File: src/rtl/multicycle_controller.sv
// rtl/multicycle_controller.sv - multicycle MIPS-style control FSM; SHIFT_INSTR_EN adds SLL/SRL decode
module multicycle_controller #(
    parameter int MEM_WAIT = 0
) (
    input  logic       clk,
    input  logic       reset_n,
    input  logic [5:0] op,
    input  logic [5:0] funct,
    input  logic       zero,
    output logic       pcen,
    output logic       irwrite,
    output logic       regwrite,
    output logic       memwrite,
    output logic       iord,
    output logic       memtoreg,
    output logic       regdst,
    output logic       alusrca,
    output logic [1:0] alusrcb,
    output logic [1:0] pcsrc,
    output logic [2:0] alucontrol,
    output logic       illegal,
    output logic [3:0] state
);

    localparam logic [3:0] S_FETCH   = 4'd0;
    localparam logic [3:0] S_DECODE  = 4'd1;
    localparam logic [3:0] S_MEMADR  = 4'd2;
    localparam logic [3:0] S_MEMRD   = 4'd3;
    localparam logic [3:0] S_MEMWB   = 4'd4;
    localparam logic [3:0] S_MEMWR   = 4'd5;
    localparam logic [3:0] S_EXECUTE = 4'd6;
    localparam logic [3:0] S_ALUWB   = 4'd7;
    localparam logic [3:0] S_BRANCH  = 4'd8;
    localparam logic [3:0] S_ADDIEX  = 4'd9;
    localparam logic [3:0] S_ADDIWB  = 4'd10;
    localparam logic [3:0] S_JUMP    = 4'd11;

    localparam logic [5:0] OP_LW    = 6'b100011;
    localparam logic [5:0] OP_SW    = 6'b101011;
    localparam logic [5:0] OP_RTYPE = 6'b000000;
    localparam logic [5:0] OP_BEQ   = 6'b000100;
    localparam logic [5:0] OP_ADDI  = 6'b001000;
    localparam logic [5:0] OP_J     = 6'b000010;

    localparam logic [2:0] ALU_AND = 3'b000;
    localparam logic [2:0] ALU_OR  = 3'b001;
    localparam logic [2:0] ALU_ADD = 3'b010;
    localparam logic [2:0] ALU_SUB = 3'b110;
    localparam logic [2:0] ALU_SLT = 3'b111;

    localparam logic [3:0] WAIT_LAST = 4'(MEM_WAIT);

    logic [3:0] state_q;
    logic [3:0] state_d;
    logic [3:0] wait_cnt;
    logic       wait_state;
    logic       wait_done;
    logic       funct_ok;
    logic [2:0] funct_alu;
    logic       pcwrite;
    logic       branch;
    logic       irwrite_c;
    logic       regwrite_c;
    logic       memwrite_c;
    logic       illegal_c;

    // Memory-facing states stretch by MEM_WAIT cycles; the last one carries the strobe.
    assign wait_state = (state_q == S_FETCH) || (state_q == S_MEMRD) || (state_q == S_MEMWR);
    assign wait_done  = (wait_cnt == WAIT_LAST);

    // R-type funct decode; unsupported codes leave funct_ok low and alu select at 000.
    always_comb begin
        funct_ok  = 1'b1;
        funct_alu = ALU_AND;
        case (funct)
            6'b100000: funct_alu = ALU_ADD;
            6'b100010: funct_alu = ALU_SUB;
            6'b100100: funct_alu = ALU_AND;
            6'b100101: funct_alu = ALU_OR;
            6'b101010: funct_alu = ALU_SLT;
`ifdef SHIFT_INSTR_EN
            6'b000000: funct_alu = 3'b100;
            6'b000010: funct_alu = 3'b101;
`endif
            default:   funct_ok  = 1'b0;
        endcase
    end

    // Next-state selection; unknown opcodes and unused codes fall back to FETCH.
    always_comb begin
        state_d = state_q;
        case (state_q)
            S_FETCH:   if (wait_done) state_d = S_DECODE;
            S_DECODE: begin
                case (op)
                    OP_LW, OP_SW: state_d = S_MEMADR;
                    OP_RTYPE:     state_d = S_EXECUTE;
                    OP_BEQ:       state_d = S_BRANCH;
                    OP_ADDI:      state_d = S_ADDIEX;
                    OP_J:         state_d = S_JUMP;
                    default:      state_d = S_FETCH;
                endcase
            end
            S_MEMADR:  state_d = (op == OP_LW) ? S_MEMRD : S_MEMWR;
            S_MEMRD:   if (wait_done) state_d = S_MEMWB;
            S_MEMWR:   if (wait_done) state_d = S_FETCH;
            S_EXECUTE: state_d = funct_ok ? S_ALUWB : S_FETCH;
            S_ADDIEX:  state_d = S_ADDIWB;
            default:   state_d = S_FETCH;
        endcase
    end

    // State and wait counter; the counter returns to zero whenever a wait state is left.
    always_ff @(posedge clk or negedge reset_n) begin
        if (!reset_n) begin
            state_q  <= S_FETCH;
            wait_cnt <= 4'd0;
        end else begin
            state_q <= state_d;
            if (wait_state && !wait_done) begin
                wait_cnt <= wait_cnt + 4'd1;
            end else begin
                wait_cnt <= 4'd0;
            end
        end
    end

    // Per-state control decode, purely combinational from state, counter and inputs.
    always_comb begin
        irwrite_c  = 1'b0;
        regwrite_c = 1'b0;
        memwrite_c = 1'b0;
        illegal_c  = 1'b0;
        pcwrite    = 1'b0;
        branch     = 1'b0;
        iord       = 1'b0;
        memtoreg   = 1'b0;
        regdst     = 1'b0;
        alusrca    = 1'b0;
        alusrcb    = 2'b00;
        pcsrc      = 2'b00;
        alucontrol = 3'b000;
        case (state_q)
            S_FETCH: begin
                alusrcb    = 2'b01;
                alucontrol = ALU_ADD;
                irwrite_c  = wait_done;
                pcwrite    = wait_done;
            end
            S_DECODE: begin
                alusrcb    = 2'b11;
                alucontrol = ALU_ADD;
                illegal_c  = !((op == OP_LW) || (op == OP_SW) || (op == OP_RTYPE) ||
                               (op == OP_BEQ) || (op == OP_ADDI) || (op == OP_J));
            end
            S_MEMADR, S_ADDIEX: begin
                alusrca    = 1'b1;
                alusrcb    = 2'b10;
                alucontrol = ALU_ADD;
            end
            S_MEMRD:   iord = 1'b1;
            S_MEMWB: begin
                memtoreg   = 1'b1;
                regwrite_c = 1'b1;
            end
            S_MEMWR: begin
                iord       = 1'b1;
                memwrite_c = wait_done;
            end
            S_EXECUTE: begin
                alusrca    = 1'b1;
                alucontrol = funct_alu;
                illegal_c  = !funct_ok;
            end
            S_ALUWB: begin
                regdst     = 1'b1;
                regwrite_c = 1'b1;
            end
            S_BRANCH: begin
                alusrca    = 1'b1;
                alucontrol = ALU_SUB;
                pcsrc      = 2'b01;
                branch     = 1'b1;
            end
            S_ADDIWB:  regwrite_c = 1'b1;
            S_JUMP: begin
                pcsrc   = 2'b10;
                pcwrite = 1'b1;
            end
            default: ;
        endcase
    end

    // Write strobes are masked while reset is held so no partial write can escape.
    assign pcen     = reset_n & (pcwrite | (branch & zero));
    assign irwrite  = reset_n & irwrite_c;
    assign regwrite = reset_n & regwrite_c;
    assign memwrite = reset_n & memwrite_c;
    assign illegal  = reset_n & illegal_c;
    assign state    = state_q;

endmodule
File: config.mk
export PLATFORM = sky130hd
export DESIGN_NAME = multicycle_controller
export DESIGN_NICKNAME = d
export VERILOG_FILES = /design/src/rtl/multicycle_controller.sv
export SDC_FILE = /design/constraint.sdc
export NUM_CORES = 1
export LEC_CHECK = 0
export CAP_MARGIN = 25
export CORE_UTILIZATION = 45
export DETAILED_ROUTE_END_ITERATION = 6
export PLACE_DENSITY = 0.94
export SYNTH_ARGS = -nofsm -noshare
export SYNTH_HDL_FRONTEND = slang
export SYNTH_SLANG_ARGS = --single-unit
File: constraint.sdc
create_clock -name clk -period 2.9 [get_ports clk]
set_input_delay 0.29 -clock clk [delete_from_list [all_inputs] [get_ports clk]]
set_output_delay 0.29 -clock clk [all_outputs]
set_load 0.01 [all_outputs]
### Word level (Yosys, flattened, before mapping)

Index checks and enable logic that the tools add are counted.

* word-level logic and storage cells: 79
* input port bits: 15
* flip-flop bits (word level): 8
* output and inout port bits: 20

* equality and inequality tests: 24
* $add $sub $neg: 1
* bitwise logic cells: 7
* reduce and logical (&&, ||, !) cells: 22
* multiplexer cells: 23

Operator list (number)
* == test 6 bit (second input constant): 7
* one-hot mux 4 bit (7 select lines): 1
* one-hot mux 4 bit (5 select lines): 1
* == test 4 x 3 -> 1 bit (second input constant): 4
* == test 4 bit (second input constant): 4
* two-way mux 4 bit: 4
* one-hot mux 3 bit (4 select lines): 1
* two-way mux 1 bit: 9
* one-hot mux 3 bit (3 select lines): 1
* == test 4 x 2 -> 1 bit (second input constant): 2
* logical NOT 4 bit: 2
* OR reduction 4 bit: 2
* logical OR 1 bit: 7
* bitwise AND 1 bit: 6
* == test 6 x 2 -> 1 bit (second input constant): 1
* == test 6 x 3 -> 1 bit (second input constant): 1
* == test 6 x 4 -> 1 bit (second input constant): 1
* logical NOT 6 bit: 1
* two-way mux 3 bit: 2
* inequality test 2 bit (second input constant): 3
* one-hot mux 2 bit (3 select lines): 1
* OR reduction 2 bit: 3
* OR reduction 5 bit: 1
* adder 4 x 1 -> 4 bit (second input constant): 1
* other kinds (8): 11

### Depth between registers and ports, before layout

Gate-level depths: netlist (run 1).

* depth in word-level cells: 9
* depth in mapped cells: 6
* mapped depth without buffers: 6

### Least setup slack after synthesis (run 1)

Ideal clock, no wire load.

* path type: reg2out
* from: register state_q[2] (netlist: state[2])
* to: output port alucontrol[1]
* slack: 1114 ps
* arrival: 1496 ps
* required time: 2610 ps
* stages on the path, launching flop included: 6
* buffers on the path: 1
* cells stage by stage: dfrtp_1 -> buf_2 -> nand2b_1 -> nor3b_1 -> nand2_1 -> o21ai_0

* cells in the longest elaborated chain, start to end: 3
* elaborated cells on any way between the ends: 8
* classes of those cells: eq/ne: 5; mux: 1; reduce/logical: 2

Ends and longest elaborated chain
* start, declared: RTL line 53 `logic [3:0] state_q;`
* start signal, assigned: RTL line 119 `state_q <= state_d;`
* == test 4 x 1 -> 1 bit, or another cell as far along: RTL line 143 `case (state_q)`
* OR reduction 4 bit (no source line)
* one-hot mux 3 bit (3 select lines) *: RTL line 143
* end, declared: RTL line 20 `output logic [2:0] alucontrol,`

Every way passes the cells marked *; elsewhere a longest branch is shown, timed or not.

### Final worst setup path (run 1)

* from: input port op[1]
* to: output port illegal

* cells in the longest elaborated chain, start to end: 9
* elaborated cells on any way between the ends: 14
* classes of those cells: eq/ne: 5; mux: 1; bitwise: 1; reduce/logical: 7

Ends and longest elaborated chain
* start, declared: RTL line 7 `input logic [5:0] op,`
* == test 6 bit: RTL line 153 `illegal_c = !((op == OP_LW) || (op == OP_SW) || (op == OP_RTYPE) ||`
* logical OR 1 bit (3 in series): RTL line 153
* logical OR 1 bit: RTL line 154 `(op == OP_BEQ) || (op == OP_ADDI) || (op == OP_J));`
* logical OR 1 bit *: RTL line 154
* logical NOT 1 bit *: RTL line 153
* one-hot mux 1 bit (2 select lines) *: RTL line 143
* bitwise AND 1 bit *: RTL line 199 `assign illegal = reset_n & illegal_c;`
* end, declared: RTL line 21 `output logic illegal,`

Marks and branches as above.

==> flow_metrics.py, run 1 <==
metrics = {
    "yosys": {
        "synthMostInstantiatedCell": "nor2_1",
        "synthArstFlopShare": 1.00,
        "synth_cells": 111,
        "syn_avg_cell_area_sq_um": 7.47,
        "synth-edff-count": 0,
        "post_synth_most_frequent_cells": "nor2_1, nand2_1, dfrtp_1, o21ai_0",
        "synth_top_area_frac": 0.241,
        "syn_area_sq_um": 830,
        "ys.flop_type": "dfrtp_1",
        "yosys_warnings": 0,
        "synth_cell_types": 40,
        "ys_ff_latch": 8,
        "synthesis.nets": 128,
        "yosysTopAreaCell": "dfrtp_1",
        "ys_seq_area_frac": 0.241,
        "synthTopCellsByArea": "dfrtp_1, nor2_1, o21ai_0, nand2_1, nor3b_1",
    },
    "timing": {
        "hold_viol_final": 0,
        "maxSlewViolCount": 0,
        "rsz0062_at_grt": "false",
        "slew_headroom": 0.567,
        "setup-tns-final_ns": 0,
        "worst_slew_pin_slew_ns": 0.648,
        "clock_skew_ns": 0.00670,
        "period_needed_ns": 2.55,
        "min_period_over_period": 0.880,
        "clock.fmax_mhz": 392,
        "whs_ns": 0.504,
        "setup_viol": 0,
    },
    "detailed_routing": {
        "wirelength_um": 2340,
        "drt-pass1-iter-count": 4,
        "drc_errors": 0,
        "drt_iter0_drc": 29,
        "avgViaCountPerCell": 5.76,
        "wire_per_inst_um": 13.7,
        "final_antenna_net_count": 0,
        "num_vias": 985,
    },
    "pwr": {
        "vdd_drop_max_v": 0.000594,
        "p_sw_uw": 234,
        "p_clk_frac": 0.139,
        "leakagePower_uw": 0.000487,
        "switching_share": 0.397,
        "power_density_nw_per_um2": 485,
        "intPower_uw": 355,
        "combPwrFrac": 0.584,
        "seqPwrFrac": 0.277,
    },
    "outcome": {
        "status": "finished clean",
    },
    "grt": {
        "grt_first_pass_wirelength_um": 3930,
        "grt_util_all_layers": 0.267,
        "overflow": 0,
        "grt_pass1_vias": 902,
        "antenna_found_initial": 0,
        "grt_max_degree": 20,
    },
    "worst_setup_path": {
        "critPathKind": "in -> out",
        "critical_path_arrival_ns": 2.26,
        "end_kind": "output port",
        "worstPathRequired_ns": 2.61,
        "start_kind": "primary input",
        "startpoint": "op[1]",
        "reg2reg_from": "wait_cnt[0]$_DFF_PN0_",
        "critPathMaxFanout": 5,
    },
    "final_layout": {
        "syn2layout_area_growth_pct": 46.2,
        "drive_gt1_frac": 0.0479,
        "postLayoutCoreUtil": 0.702,
        "stdcell_area_sq_um": 1210,
        "n_antenna_cell": 0,
        "nFillCells": 160,
        "fin_cells": 171,
        "fin_nets": 165,
    },
    "clocking": {
        "postCtsHoldBufs": 0,
        "clock_latency_ns": 0.25,
        "cts_made_buffers": 3,
        "clockBufferDepth": 2,
        "cts.reportedPaths.clkPinSlew_ns": 0.05,
        "clock-sinks": 8,
        "htreeDepth": 1,
        "ctsResizeCount": 0,
        "post_cts_buffers": 0,
        "cts_tree": "done",
        "cts-root-buf": "clkbuf_4",
    },
    "die": {
        "rows": 15,
        "initial_utilization": 0.480,
        "core_sq_um": 1730,
        "die_area_sq_um": 2020,
        "dieWidth_um": 44.9,
        "ios": 35,
        "dieHeight_um": 44.9,
    },
    "placement": {
        "dpl_cell_area_sq_um": 1190,
        "place_inst": 168,
        "gp_congestion": 0.852,
        "dp_hpwl_um": 1870,
        "portBuffers": 34,
    },
    "run": {
        "maxCapViolCount": 0,
    },
    "worst_hold_path": {
        "hp-start": "wait_cnt[0]$_DFF_PN0_",
        "hold_class": "reg -> reg",
    },
}
state kept, by name, indices dropped and copies added (netlist names):
register / cells
state: 4
wait_cnt: 4
logic make-up (layout without fill, tap and decap cells):
| group | count (synthesis) | after routing | share of synthesized area |
|---|---|---|---|
| XOR/XNOR | 6 | 6 | 0.0634 |
| adder cells (fa/ha/maj) | 2 | 2 | 0.0302 |
| flip-flops | 8 | 8 | 0.241 |
| multiplexers | 2 | 2 | 0.0241 |
| buffers and inverters | 9 | 44 | 0.0633 |
| AND/OR/NAND/NOR | 58 | 58 | 0.364 |
| AO/OA/AOI/OAI | 26 | 26 | 0.214 |
final timing paths:
| check | to | slack, ns | cells past startpoint |
|---|---|---|---|
| min reg2reg | wait_cnt[0]$_DFF_PN0_ | 0.50 | 1 |
| min | wait_cnt[0]$_DFF_PN0_ | 0.50 | 1 |
| max in group asynchronous | wait_cnt[1]$_DFF_PN0_ | 2.19 | 2 |
| min in group asynchronous | wait_cnt[3]$_DFF_PN0_ | 0.57 | 2 |
| max | illegal | 0.35 | 6 |
| max reg2reg | state[0]$_DFFE_PN0P_ | 0.97 | 6 |
routing by layer:
layer	share of wire	global-route usage
met5	0	0
met4	0.022	0.127
met3	0.055	0.0560
met2	0.50	0.429
met1	0.42	0.340
cell usage in the layout, fill, tap and decap left out, types with 2 or more instances in the layout:
cell and n:
clkdlybuf4s50_1 34, nor2_1 16, nand2_1 10, o21ai_0 8, dfrtp_1 8, nor3_1 5, nand3_1 5, nand2b_1 4
nor3b_1 4, a21oi_1 4, buf_4 4, nor2b_1 3, xor2_1 3, xnor2_1 3, inv_1 3, clkbuf_4 3
a31oi_1 2, a41o_1 2, mux2i_1 2, or4_1 2, nand4_1 2, or3_1 2, ha_1 2
metrics by stage:
step                      worst slack (ns)  power (uW)
after floorplan                       1.11         367
after global placement               0.391         495
after detailed placement             0.339         507
after CTS                            0.335         591
after global routing                 0.202         639
final                                0.349         588
layout make-up:
class                   count  area [sq um]  share of cell area
clock buffers               3          22.5              0.0186
inverters                   3          11.3             0.00929
flip-flops and latches      8           200               0.165
well taps                  25          31.3              0.0258
multi-input cells          94           577               0.476
repair buffers             38           370               0.305
worst max-delay path: stages:
cell and delay [ns]:
clkdlybuf4s50_1 0.48, or4_1 0.58, a211o_1 0.28, nand4_1 0.08, o21ai_0 0.08, clkdlybuf4s50_1 0.48
power groups by stage:
stage | Sequential, uW | Clock, uW | Combinational, uW
finish | 163 | 82.0 | 343
global route | 167 | 92.6 | 379
CTS | 162 | 85.9 | 344
detailed placement | 164 | 0 | 343
global placement | 163 | 0 | 333
floorplan | 141 | 0 | 225
Power figures use the tool's default switching activity.
==> run 2, diff against run 1 <==
CORE_MARGIN = 2   (was default)
GPL_TIMING_DRIVEN = 0   (was default)
SLEW_MARGIN = 40   (was default)
==> run 2 against run 1 <==
Clock skew fell by 0.0056 ns. Clock-buffer cell count stayed put. Die area increased by 9.1%. Total power grew 8.0%. Sequential power decreased by 17%. Largest power group unchanged.
==> flow_metrics.py, run 2 (same netlist as run 1, synthesis figures left out) <==
metrics = {
    "worst_setup_path": {
        "r2r_cells": 6,
        "cpLargestDelayFamily": "buffers and inverters",
        "end_kind": "output port",
        "start_kind": "flip-flop",
        "critical_path_arrival_ns": 2.40,
        "reg2reg_slack_ns": 0.92,
        "path_cells": "buf_2 > nand2b_1 > nor3b_1 > nand2_1 > o21ai_0 > clkdlybuf4s50_1",
        "critPathMaxStageDelay_ns": 0.56,
        "reg2reg_from": "wait_cnt[0]$_DFF_PN0_",
        "path_buf_inv": 2,
        "critPathMaxFanout": 10,
        "cp_slowest_cell": "clkdlybuf4s50_1",
        "critPathKind": "reg -> out",
        "worstPathRequired_ns": 2.61,
        "rr_endpoint": "state[0]$_DFFE_PN0P_",
    },
    "pwr": {
        "power_density_nw_per_um2": 519,
        "combPwrFrac": 0.648,
        "intPower_uw": 380,
        "vdd_drop_max_v": 0.000338,
        "leakagePower_uw": 0.000488,
        "p_clk_frac": 0.140,
        "p_sw_uw": 255,
        "seqPwrFrac": 0.212,
        "switching_share": 0.401,
    },
    "detailed_routing": {
        "drc_errors": 0,
        "final_antenna_net_count": 0,
        "wirelength_um": 2470,
        "wire_per_inst_um": 14.3,
        "avgViaCountPerCell": 5.73,
        "drt-pass1-iter-count": 4,
        "num_vias": 991,
        "drt_iter0_drc": 35,
    },
    "timing": {
        "setup_viol": 0,
        "worst_slew_pin_slew_ns": 0.739,
        "min_period_over_period": 0.928,
        "maxSlewViolCount": 0,
        "slew_headroom": 0.506,
        "hold_viol_final": 0,
        "rsz0062_at_grt": "false",
        "period_needed_ns": 2.69,
        "clock.fmax_mhz": 372,
        "whs_ns": 0.401,
        "setup-tns-final_ns": 0,
        "clock_skew_ns": 0.00113,
    },
    "grt": {
        "grt_pass1_vias": 910,
        "grt_max_degree": 15,
        "grt_util_all_layers": 0.245,
        "grt_first_pass_wirelength_um": 3880,
        "overflow": 0,
        "antenna_found_initial": 0,
    },
    "die": {
        "dieWidth_um": 46.9,
        "rows": 15,
        "die_area_sq_um": 2200,
        "ios": 35,
        "core_sq_um": 1730,
        "dieHeight_um": 46.9,
        "initial_utilization": 0.480,
    },
    "outcome": {
        "status": "finished clean",
    },
    "worst_hold_path": {
        "hold_class": "in -> async",
    },
    "final_layout": {
        "n_antenna_cell": 0,
        "nFillCells": 161,
        "fin_nets": 167,
        "postLayoutCoreUtil": 0.709,
        "final_common_cell": "clkdlybuf4s50_1",
        "drive_gt1_frac": 0.0405,
        "final_cell_mix": "clkdlybuf4s50_1, nor2_1, nand2_1",
        "syn2layout_area_growth_pct": 47.5,
    },
    "run": {
        "maxCapViolCount": 0,
    },
    "clocking": {
        "cts.reportedPaths.clkPinSlew_ns": 0.06,
        "cts_made_buffers": 3,
        "cts-root-buf": "clkbuf_4",
        "postCtsHoldBufs": 0,
        "ctsResizeCount": 0,
        "post_cts_buffers": 0,
        "clock-sinks": 8,
        "clock_latency_ns": 0.26,
        "cts_tree": "done",
        "clockBufferDepth": 2,
        "htreeDepth": 1,
    },
    "placement": {
        "dp_hpwl_um": 1920,
        "portBuffers": 34,
        "gp_congestion": 0.841,
    },
}
-- run 2: cell count changes in the layout (fill, tap and decap cells not counted), sizes merged --
cell and change:
clkbuf +3, buf -1
-- run 2: how the worst max path moves through the flow --
| stage | start | end | slack [ns] | cells past startpoint |
|---|---|---|---|---|
| floorplan | state[2]$_DFFE_PN0P_ | alucontrol[1] | 1.11 | 5 |
| global placement | op[1] | illegal | 0.34 | 6 |
| detailed placement | op[1] | illegal | 0.32 | 6 |
| CTS | state[2]$_DFFE_PN0P_ | alucontrol[1] | 0.27 | 6 |
| global route | state[2]$_DFFE_PN0P_ | alucontrol[1] | 0.05 | 6 |
| finish | state[2]$_DFFE_PN0P_ | alucontrol[1] | 0.21 | 6 |
-- run 2: layout make-up --
class | count | area (sq um) | share of cell area
buffer | 6 | 41.3 | 0.0337
inverter | 3 | 11.3 | 0.00920
multi-input combinational | 94 | 577 | 0.471
sequential | 8 | 200 | 0.164
timing repair buffer | 34 | 340 | 0.278
clock buffer | 3 | 22.5 | 0.0184
tap | 25 | 31.3 | 0.0256
-- run 2: worst register-to-register path, stage by stage (launching register included) --
cell     delay [ns]
dfrtp_1        0.40
inv_1          0.07
ha_1           0.15
nor3b_1        0.62
a21oi_1        0.17
o32a_1         0.31
o21ai_0        0.18
-- run 2: metrics by stage --
step                area (sq um)  setup WS [ns]  instances  total power [uW]
global placement            1200          0.344        170               535
finish                      1220          0.210        173               635
detailed placement          1200          0.320        170               545
floorplan                    830           1.11        111               367
CTS                         1220          0.266        173               632
global route                1220         0.0499        173               678
-- run 2: power by group through the flow --
| stage | Sequential (uW) | Clock [uW] | Combinational [uW] |
|---|---|---|---|
| CTS | 135 | 88.9 | 409 |
| global route | 136 | 94.3 | 448 |
| floorplan | 141 | 0 | 225 |
| detailed placement | 136 | 0 | 408 |
| finish | 135 | 88.7 | 412 |
| global placement | 136 | 0 | 399 |
-- run 2: metal layers --
layer  part of all wire  vias to the layer above  wire length, um  global-route usage
met2               0.50                       49             1230               0.419
met3              0.068                        3              167              0.0231
li1                   -                      480                -                   -
met1               0.43                      459             1060               0.319
met4             0.0045                        0               11              0.0944
met5                  0                        -                0                   0
==> run 3, diff against run 2 <==
CORE_UTILIZATION = 42   (was 45)
PLACE_DENSITY = 0.89   (was 0.94)
clock period = 3.09 ns   (was 2.9 ns; I/O delays follow)
==> run 3 against run 2 <==
Wire length is 4.2% lower. Core utilization down 6.4 points. Via count rose by 0.20%. Non-clock buffer count is the same. Global-route usage decreased by 3.1 points. Sequential share of layout area about the same.
==> flow_metrics.py, run 3 (same netlist as run 1, synthesis figures left out) <==
metrics = {
    "timing": {
        "min_period_over_period": 0.860,
        "maxSlewViolCount": 0,
        "period_needed_ns": 2.66,
        "worst_slew_pin_slew_ns": 0.610,
        "rsz0062_at_grt": "false",
        "clock.fmax_mhz": 376,
        "hold_viol_final": 0,
        "slew_headroom": 0.592,
        "final.setup.worst_slack_ns": 0.432,
        "setup-tns-final_ns": 0,
        "setup_viol": 0,
        "clock_skew_ns": 0.000564,
        "whs_ns": 0.411,
    },
    "clocking": {
        "clock-sinks": 8,
        "clockBufferDepth": 2,
        "cts_made_buffers": 3,
        "postCtsHoldBufs": 0,
        "cts-root-buf": "clkbuf_4",
        "cts_tree": "done",
        "ctsResizeCount": 0,
        "cts.reportedPaths.clkPinSlew_ns": 0.05,
        "clock_latency_ns": 0.26,
        "htreeDepth": 1,
        "post_cts_buffers": 0,
    },
    "final_layout": {
        "drive_gt1_frac": 0.0405,
        "syn2layout_area_growth_pct": 47.8,
        "final_cell_mix": "clkdlybuf4s50_1, nor2_1, nand2_1",
        "final_common_cell": "clkdlybuf4s50_1",
        "n_antenna_cell": 0,
        "postLayoutCoreUtil": 0.645,
        "fin_nets": 167,
    },
    "pwr": {
        "switching_share": 0.400,
        "leakagePower_uw": 0.000488,
        "power_density_nw_per_um2": 485,
        "p_sw_uw": 238,
        "intPower_uw": 357,
        "p_total_uw": 595,
        "vdd_drop_max_v": 0.000335,
        "combPwrFrac": 0.649,
        "p_clk_frac": 0.138,
        "seqPwrFrac": 0.213,
    },
    "worst_setup_path": {
        "start_kind": "flip-flop",
        "r2r_cells": 6,
        "critPathKind": "reg -> out",
        "worstPathRequired_ns": 2.78,
        "critPathMaxFanout": 10,
        "critPathMaxStageDelay_ns": 0.55,
        "rr_endpoint": "state[2]$_DFFE_PN0P_",
        "reg2reg_from": "wait_cnt[0]$_DFF_PN0_",
        "path_cells": "buf_2 > nand2b_1 > nor3b_1 > nand2_1 > o21ai_0 > clkdlybuf4s50_1",
        "reg2reg_slack_ns": 1.22,
        "cp_slowest_cell": "clkdlybuf4s50_1",
        "critical_path_arrival_ns": 2.35,
        "end_kind": "output port",
        "startpoint": "state[2]$_DFFE_PN0P_",
    },
    "worst_hold_path": {
        "hold_class": "in -> async",
    },
    "grt": {
        "grt_max_degree": 15,
        "grt_pass1_vias": 913,
        "overflow": 0,
        "antenna_found_initial": 0,
        "grt_first_pass_wirelength_um": 3980,
        "grt_util_all_layers": 0.214,
    },
    "detailed_routing": {
        "drt-pass1-iter-count": 5,
        "num_vias": 993,
        "drc_errors": 0,
        "avgViaCountPerCell": 5.67,
        "wirelength_um": 2370,
        "drt_iter0_drc": 24,
        "wire_per_inst_um": 13.5,
        "final_antenna_net_count": 0,
    },
    "die": {
        "initial_utilization": 0.436,
        "die_area_sq_um": 2350,
        "dieHeight_um": 48.4,
        "core_sq_um": 1900,
        "dieWidth_um": 48.4,
        "rows": 16,
        "ios": 35,
    },
    "run": {
        "maxCapViolCount": 0,
    },
    "placement": {
        "gp_congestion": 0.844,
        "post-place-ws_ns": 0.455,
        "dp_hpwl_um": 1900,
        "portBuffers": 34,
    },
    "outcome": {
        "status": "finished clean",
    },
}
==> run 3: layout make-up <==
| class | count | area, sq um |
|---|---|---|
| fillers | 174 | 676 |
| multi-input cells | 94 | 577 |
| repair buffers | 34 | 340 |
| flip-flops and latches | 8 | 200 |
| plain buffers | 6 | 41.3 |
| well taps | 27 | 33.8 |
| clock buffers | 3 | 22.5 |
| inverters | 3 | 11.3 |
==> run 3: critical path: cells and delay by family (launching register included) <==
family          cells  cell delay, ns
buf+inv             2            0.78
simple gates        3            0.74
flops               1            0.40
compound gates      1            0.17
==> run 3: through the flow <==
| step | area [sq um] | std cells |
|---|---|---|
| after floorplan | 830 | 111 |
| after global placement | 1200 | 172 |
| after detailed placement | 1200 | 172 |
| after CTS | 1230 | 175 |
| after global routing | 1230 | 175 |
| final | 1230 | 175 |
==> run 3: worst max path at each step <==
stage / depth (start not counted) / endpoint
final: 6 / alucontrol[1]
after global routing: 6 / alucontrol[1]
after CTS: 6 / alucontrol[1]
after detailed placement: 6 / illegal
after global placement: 6 / illegal
after floorplan: 5 / alucontrol[1]
==> run 3: per-layer routing <==
metal | up-vias | track usage | part of all wire
li1 | 487 | - | -
met1 | 461 | 0.240 | 0.41
met2 | 39 | 0.389 | 0.52
met3 | 6 | 0.0494 | 0.049
met4 | 0 | 0.0857 | 0.014
met5 | - | 0 | 0
==> run 3: power groups by stage <==
stage	logic (uW)	clock network, uW	registers (uW)
4_1_cts	385	82.8	127
2_1_floorplan	212	0	133
6_report	386	82.0	127
5_1_grt	410	94.2	127
3_3_place_gp	374	0	128
3_5_place_dp	383	0	128
